### src/rtl/hdmi_pkg.sv
// hdmi_pkg: shared map geometry, iomem region codes and tile-map blitter types.
package hdmi_pkg;
    localparam int MAP_COLS_C = 40;
    localparam int MAP_ROWS_C = 30;
    localparam logic [3:0] REG_CHAR = 4'h1;
    localparam logic [3:0] REG_MAP = 4'h2;
    typedef enum logic [2:0] {IDLE, CHECK, ISSUE, GAP, DONE} blit_state_t;
    typedef logic [10:0] map_idx_t;
endpackage

### src/rtl/tile_map_blitter.sv
// tile_map_blitter: fills a clipped rectangle of the tile map with one tile code,
// one iomem write per tile, row-major, with a one-cycle gap between writes.
module tile_map_blitter
    import hdmi_pkg::*;
#(
    parameter int MAP_COLS = MAP_COLS_C,
    parameter int MAP_ROWS = MAP_ROWS_C,
    parameter logic [31:0] MAP_BASE = 32'h0020_0000,
    parameter int TIMEOUT = 255
) (
    input  logic        clk,
    input  logic        reset,
    input  logic        cmd_valid,
    output logic        cmd_ready,
    input  logic [5:0]  cmd_x,
    input  logic [4:0]  cmd_y,
    input  logic [5:0]  cmd_w,
    input  logic [4:0]  cmd_h,
    input  logic [3:0]  cmd_tile,
    output logic        iomem_valid,
    output logic [31:0] iomem_addr,
    output logic [31:0] iomem_wdata,
    output logic [3:0]  iomem_wstrb,
    input  logic        iomem_ready,
    output logic        busy,
    output logic        done,
    output logic        err
);
    blit_state_t state, nxt;
    logic [5:0] x_q, w_q, ew, col, ew_c;
    logic [4:0] y_q, h_q, eh, row, eh_c;
    logic [3:0] tile_q;
    logic [7:0] tcnt;
    map_idx_t   row_base, idx;
    logic [6:0] room_x, room_y;
    logic       reject, empty, last, expired;

    // Clip arithmetic is 7 bits wide so MAP_COLS - x cannot wrap
    assign room_x  = 7'(MAP_COLS) - {1'b0, x_q};
    assign room_y  = 7'(MAP_ROWS) - {2'b0, y_q};
    assign reject  = ({1'b0, x_q} >= 7'(MAP_COLS)) || ({2'b0, y_q} >= 7'(MAP_ROWS));
    assign ew_c    = ({1'b0, w_q} < room_x) ? w_q : room_x[5:0];
    assign eh_c    = ({2'b0, h_q} < room_y) ? h_q : room_y[4:0];
    assign empty   = (ew_c == 6'd0) || (eh_c == 5'd0);
    assign last    = (col == ew - 6'd1) && (row == eh - 5'd1);
    assign expired = !iomem_ready && (tcnt == 8'(TIMEOUT - 1));
    assign idx     = row_base + map_idx_t'(x_q) + map_idx_t'(col);

    assign cmd_ready   = state == IDLE;
    assign busy        = state != IDLE;
    assign done        = state == DONE;
    assign iomem_valid = state == ISSUE;
    assign iomem_addr  = iomem_valid ? MAP_BASE + {19'd0, idx, 2'b00} : 32'd0;
    assign iomem_wdata = iomem_valid ? {28'd0, tile_q} : 32'd0;
    assign iomem_wstrb = iomem_valid ? 4'hF : 4'h0;

    always_comb begin
        nxt = state;
        case (state)
            IDLE:    nxt = cmd_valid ? CHECK : IDLE;
            CHECK:   nxt = (reject || empty) ? DONE : ISSUE;
            ISSUE:   nxt = iomem_ready ? GAP : (expired ? DONE : ISSUE);
            GAP:     nxt = last ? DONE : ISSUE;
            default: nxt = IDLE;
        endcase
    end

    always_ff @(posedge clk) begin
        if (reset) begin
            state    <= IDLE;
            err      <= 1'b0;
            x_q      <= '0;
            y_q      <= '0;
            w_q      <= '0;
            h_q      <= '0;
            tile_q   <= '0;
            ew       <= '0;
            eh       <= '0;
            col      <= '0;
            row      <= '0;
            row_base <= '0;
            tcnt     <= '0;
        end else begin
            state <= nxt;
            case (state)
                IDLE: if (cmd_valid) begin
                    x_q    <= cmd_x;
                    y_q    <= cmd_y;
                    w_q    <= cmd_w;
                    h_q    <= cmd_h;
                    tile_q <= cmd_tile;
                    err    <= 1'b0;
                end
                CHECK: begin
                    err      <= reject;
                    ew       <= ew_c;
                    eh       <= eh_c;
                    col      <= '0;
                    row      <= '0;
                    tcnt     <= '0;
                    // y*40 as y*32 + y*8
                    row_base <= map_idx_t'({y_q, 5'b0}) + map_idx_t'({y_q, 3'b0});
                end
                ISSUE: begin
                    tcnt <= tcnt + 8'd1;
                    if (expired) err <= 1'b1;
                end
                GAP: begin
                    tcnt <= '0;
                    if (col == ew - 6'd1) begin
                        col      <= '0;
                        row      <= row + 5'd1;
                        row_base <= row_base + map_idx_t'(MAP_COLS);
                    end else begin
                        col <= col + 6'd1;
                    end
                end
                default: ;
            endcase
        end
    end
endmodule

### config.mk
export PLATFORM = sky130hd
export DESIGN_NAME = tile_map_blitter
export DESIGN_NICKNAME = d
export VERILOG_FILES = /design/src/rtl/hdmi_pkg.sv /design/src/rtl/tile_map_blitter.sv
export SDC_FILE = /design/constraint.sdc
export NUM_CORES = 1
export LEC_CHECK = 0
export BUFFER_PORTS_ARGS = -buffer_cell sky130_fd_sc_hd__buf_4
export CAP_MARGIN = 20
export CORE_MARGIN = 4
export CORE_UTILIZATION = 35
export CTS_CLUSTER_SIZE = 28
export DETAILED_ROUTE_END_ITERATION = 16
export GPL_ROUTABILITY_DRIVEN = 0
export PLACE_DENSITY = 0.56
export SLEW_MARGIN = 20
export SYNTH_ARGS = -nofsm -noshare
export SYNTH_HDL_FRONTEND = slang
export SYNTH_SLANG_ARGS = --single-unit
### constraint.sdc
create_clock -name clk -period 2.6 [get_ports clk]
set_input_delay 0.39 -clock clk [delete_from_list [all_inputs] [get_ports clk]]
set_output_delay 0.39 -clock clk [all_outputs]
set_load 0.02 [all_outputs]
# == Word level (Yosys, flattened, before mapping) ==
# Cells that the tools add are included.
# W data, S select, Z words.
# word_totals
regBits,71
in_bits,30
word_cells,77
out_inout_bits,73
# classes
n_reduce_logical,17
muxes,21
eq_ne,10
magnitude_cmp,4
n_addsub,12
# ops
operator,n
$add A22 B13 Y23 const A,1
$mux W23,1
$add A11 B6 Y11,2
$pmux W11 S2,1
$pmux W8 S2,1
$mux W3,4
$mux W6,2
$pmux W3 S4,1
$pmux W6 S2,1
$add A10 B8 Y11,1
$add A11 B6 Y11 const B,1
$mux W11,1
$mux W5,2
$pmux W5 S2,1
$add A8 B1 Y8 const B,1
$eq A8 B8 Y1 const B,1
$mux W4,2
$lt A5 B7 Y1,1
$lt A6 B7 Y1,1
$sub A6 B6 Y7 const A,1
$add A6 B1 Y6 const B,1
$eq A3 B2 Y1 const B,2
$eq A6 B6 Y1,1
$ge A6 B6 Y1 const B,1
23 further kinds,32

# == Depth between registers and ports, before layout ==
# depth
ltp_word,8
ltp_mapped,14
mapped_depth_nobuf,13

# == Least setup slack after synthesis ==
# Ideal clock, no wire load.
# synth_timing
path_kind,register to output
from,register x_q[1]
to,output iomem_addr[11]
arrival_ns,2.342
stages_incl_launch_ff,10
n_path_buf,0
path_slack_ns,-0.132
required_ns,2.210
cell_sequence,dfxtp_1 > ha_1 > ha_1 > fa_1 > a21o_1 > a21oi_1 > o21bai_1 > a21oi_1 > o21ai_0 > a21oi_1
# synth_between
elab_chain_len,4
# synth_lines
element,line,text
"start, declared",tile_map_blitter.sv:30,"logic [5:0] x_q, w_q, ew, col, ew_c;"
"start signal, assigned",tile_map_blitter.sv:87,x_q <= cmd_x;
$add A11 B6 Y11 (2 in a row),tile_map_blitter.sv:47,assign idx = row_base + map_idx_t'(x_q) + map_idx_t'(col);
$add A22 B13 Y23,tile_map_blitter.sv:53,"assign iomem_addr = iomem_valid ? MAP_BASE + {19'd0, idx, 2'b00} : 32'd0;"
$mux W23,tile_map_blitter.sv:53,
"end, declared",tile_map_blitter.sv:21,"output logic [31:0] iomem_addr,"
# No other way between the ends.

# == Worst setup path after layout ==
# layout_timing
from,register x_q[3]
to,output iomem_addr[11]
# The elaborated chain is that of the path after synthesis.

==> run_results.csv <==
group,metric,value,unit
run_status,status,"complete, but fails checks",
run_status,violations,"negative setup slack",
sta,worst_pin_slew,526,ps
flow_run,maxCapViolations,0,
logic_synthesis,syn_inst,608,
logic_synthesis,yosysSeqAreaShare,28.8,%
sta,clock-skew-final,11.7,ps
floorplan,dieHeight,124,µm
floorplan,io_pins,103,
global_routing,grt_pass1_wl,19200,µm
critical_path,cp_max_fo,3,
sta,max_clock_freq,0.344,GHz
logic_synthesis,synth.top_cell.area_share,28.8,%
sta,drv_slew,0,
clock_tree,cts_made_buffers,9,
pwr,switching_share,33.1,%
floorplan,fp.dieArea,0.0154,mm²
placement,placedCellCount,852,
critical_path,crit_path_end_kind,"output pin",
sta,rsz0062_at_grt,"true",
clock_tree,cts_max_path_buffers,2,
placement,portBuffers,54,
critical_path,critical_path_class,"reg -> out",
clock_tree,cts-root-buf,"clkbuf_16",
logic_synthesis,synthTopCellsByArea,"dfxtp_1 (29%), buf_4 (8.4%), ha_1 (8.2%), nand2_1 (6.6%), a21oi_1 (6.1%)",
sta,finalHoldViolations,0,
pwr,combPwrFrac,30.7,%
pwr,p_leak,2.60,nW
global_routing,grt_max_degree,33,
critical_path,critPathMostFrequentCell,"a21oi_2",
clock_tree,clock_latency,340,ps
sta,fin_crit,2910,ps
logic_synthesis,yosys.cell_types.count,57,
clock_tree,clock-sinks,68,
route,antenna_left,0,
global_routing,grt_pass1_vias,3998,
finish,utilization,45.7,%
min_path,hold_path.class,"in -> reg",
clock_tree,htreeDepth,3,
pwr,finalPower,3.67,mW
critical_path,crit_family,"adder cells",
critical_path,crit_path_start_kind,"register",
route,drtIter0Drc,234,
critical_path,slowest_stage,"fa_1",
critical_path,cp_data_required_time,2210,ps
finish,syn_to_final_growth,28.2,%
sta,setup_slack,-307,ps
min_path,hold_path.startpoint,"cmd_x[4]",
pwr,net-switching-power,1.21,mW
pwr,p_seq_share,33.0,%
route,wl,12100,µm
placement,dpl_cell_area,0.00538,mm²
finish,diodes,0,
sta,fin_tns_setup,-1540,ps
clock_tree,clkSlewWorstSetupHoldPaths,60,ps
logic_synthesis,synth_warnings,0,
global_routing,gr-usage-all-layers,15.8,%
route,vias_per_cell,4.87,
critical_path,arrival,2520,ps
critical_path,slowest_delay,470,ps
sta,fin_crit_sh,112,%
global_routing,antenna_found_initial,0,
finish,fin_nets,761,
critical_path,r2r-start,"x_q[1]",
clock_tree,tritoncts,"yes",
logic_synthesis,syn-cell-area,0.00472,mm²
route,via_count,4265,
placement,hpwl,9000,µm
logic_synthesis,avgSynthCellArea,7.77,µm²
finish,fill_cells,1308,
logic_synthesis,yosys.area.top_type,"dfxtp_1",
route,wl_per_cell,13.8,µm
sta,relSlewSlack,64.6,%
floorplan,coreArea,0.0132,mm²
finish,fin_area,0.00606,mm²
logic_synthesis,synth-main-ff-cell,"dfxtp_1",
pwr,ir_drop,0.392,mV
sta,setup_violations,10,
floorplan,fp-row-count,42,
pwr,clkPwrFrac,36.3,%
route,route.detailed.drc,0,
floorplan,initial_core_util,35.7,%
route,drt_first_pass_iters,5,
clock_tree,cts_hold_buf,0,
critical_path,reg2reg_slack,-80,ps
critical_path,path_cells,"fa_1 > ha_1 > a21o_1 > a21oi_2 > o21bai_1 > a21oi_2 > or3_1 > a21oi_2 > buf_6",
critical_path,setup.worst_path.start,"x_q[3]",
pwr,power_density,605,mW/mm²
logic_synthesis,synth_edf_count,0,
finish,drive_gt1_share,26.0,%
finish,instances_no_fill,876,
floorplan,fp.dieW,124,µm
critical_path,timing.critical_path.buf_inv,1,
global_routing,grt_overflow,0,
logic_synthesis,synthArstFlopShare,0,%
logic_synthesis,ys_ff_latch,68,
pwr,p_int,2.45,mW
==> stage by stage <==
stage / hold slack (ps) / setup WS, ps
after detailed placement: 446 / -169
after CTS: 290 / -351
after global routing: 296 / -433
after global placement: 441 / -164
after floorplan: 432 / -55.5
final: 300 / -307
==> Yosys cell counts (all sizes together), types with 15 or more instances <==
master and n:
dfxtp 68, a21oi 58, buf 55, o21ai 15, nor3 19, nand2 83, clkbuf 25, xnor2 24
nand3 17, inv 25, nor2 59, ha 31
==> flip-flops by register name, summed over array words and instances (netlist names), 3 cells and up <==
name,count
col,6
ew,6
y_q,5
tcnt,8
w_q,6
eh,5
row_base,8
x_q,6
row,5
tile_q,4
h_q,5
state,3
==> layer usage <==
metal | part of all wire, % | GRT usage, % | vias to the layer above
met3 | 5.0 | 3.68 | 18
li1 | - | - | 2174
met1 | 48 | 21.6 | 1958
met5 | 0 | 0 | -
met4 | 1.4 | 5.20 | 0
met2 | 46 | 24.6 | 115
==> final timing paths <==
path / endpoint / cells after the start
worst max-delay path: iomem_addr[11] / 9
worst min-delay path: x_q[4] / 3
worst max register to register: state[2] / 13
worst min register to register: tile_q[0] / 2
==> power groups by stage <==
stage | Combinational (mW) | Sequential (mW) | Clock [mW]
2_1_floorplan | 0.743 | 1.21 | 0
3_3_place_gp | 0.948 | 1.22 | 0
3_5_place_dp | 0.974 | 1.23 | 0
4_1_cts | 1.04 | 1.21 | 1.35
5_1_grt | 1.24 | 1.22 | 1.38
6_report | 1.13 | 1.21 | 1.33
==> what timing repair did <==
item / CTS / global route
pin swaps: 28 / 25
gates cloned: 0 / 1
setup endpoints to repair: 10 / 19
buffers inserted: 3 / 5
resized for setup: 34 / 28
==> worst min-delay path: cells and delay by family <==
| kind | cells | cell delay, ps |
|---|---|---|
| buffers and inverters | 1 | 110 |
| AOI/OAI and AO/OA | 1 | 50 |
| and+or+nand+nor | 1 | 50 |
==> cell usage in the layout (no fill, tap or decap), types with 5 or more instances in the layout <==
master	n
a31oi_1	5
nor4_1	5
nor3_1	17
nand2_1	81
a311oi_1	5
dfxtp_1	61
nand2b_1	9
nand3_1	17
o21ai_0	12
buf_6	6
a21oi_2	5
a21o_1	7
nor2_1	58
clkbuf_16	9
ha_4	7
inv_1	25
conb_1	48
and3_1	10
ha_1	20
a211oi_1	5
a21oi_1	51
xnor2_1	21
xor2_1	12
buf_4	102
dfxtp_2	6
==> final cells by class <==
class                   instances  area, µm²  share of cell area, %
clock buffers                   9        225                   3.72
clock inverters                 7       97.6                   1.61
inverters                      25       93.8                   1.55
multi-input cells             482       3210                   53.0
flip-flops and latches         68       1370                   22.7
well taps                     176        220                   3.64
repair buffers                109        838                   13.8
==> kinds of logic after synthesis <==
kind of cell    count (synthesis)  share of synthesized area [%]
xor+xnor                       38                           7.04
other cells                     1                         0.0794
flops                          68                           28.8
simple gates                  230                           22.8
mux                             6                           1.30
buf+inv                       105                           12.7
compound gates                124                           16.9
fa+ha+maj                      36                           10.3
No activity file was read; power rests on OpenSTA's default activity.
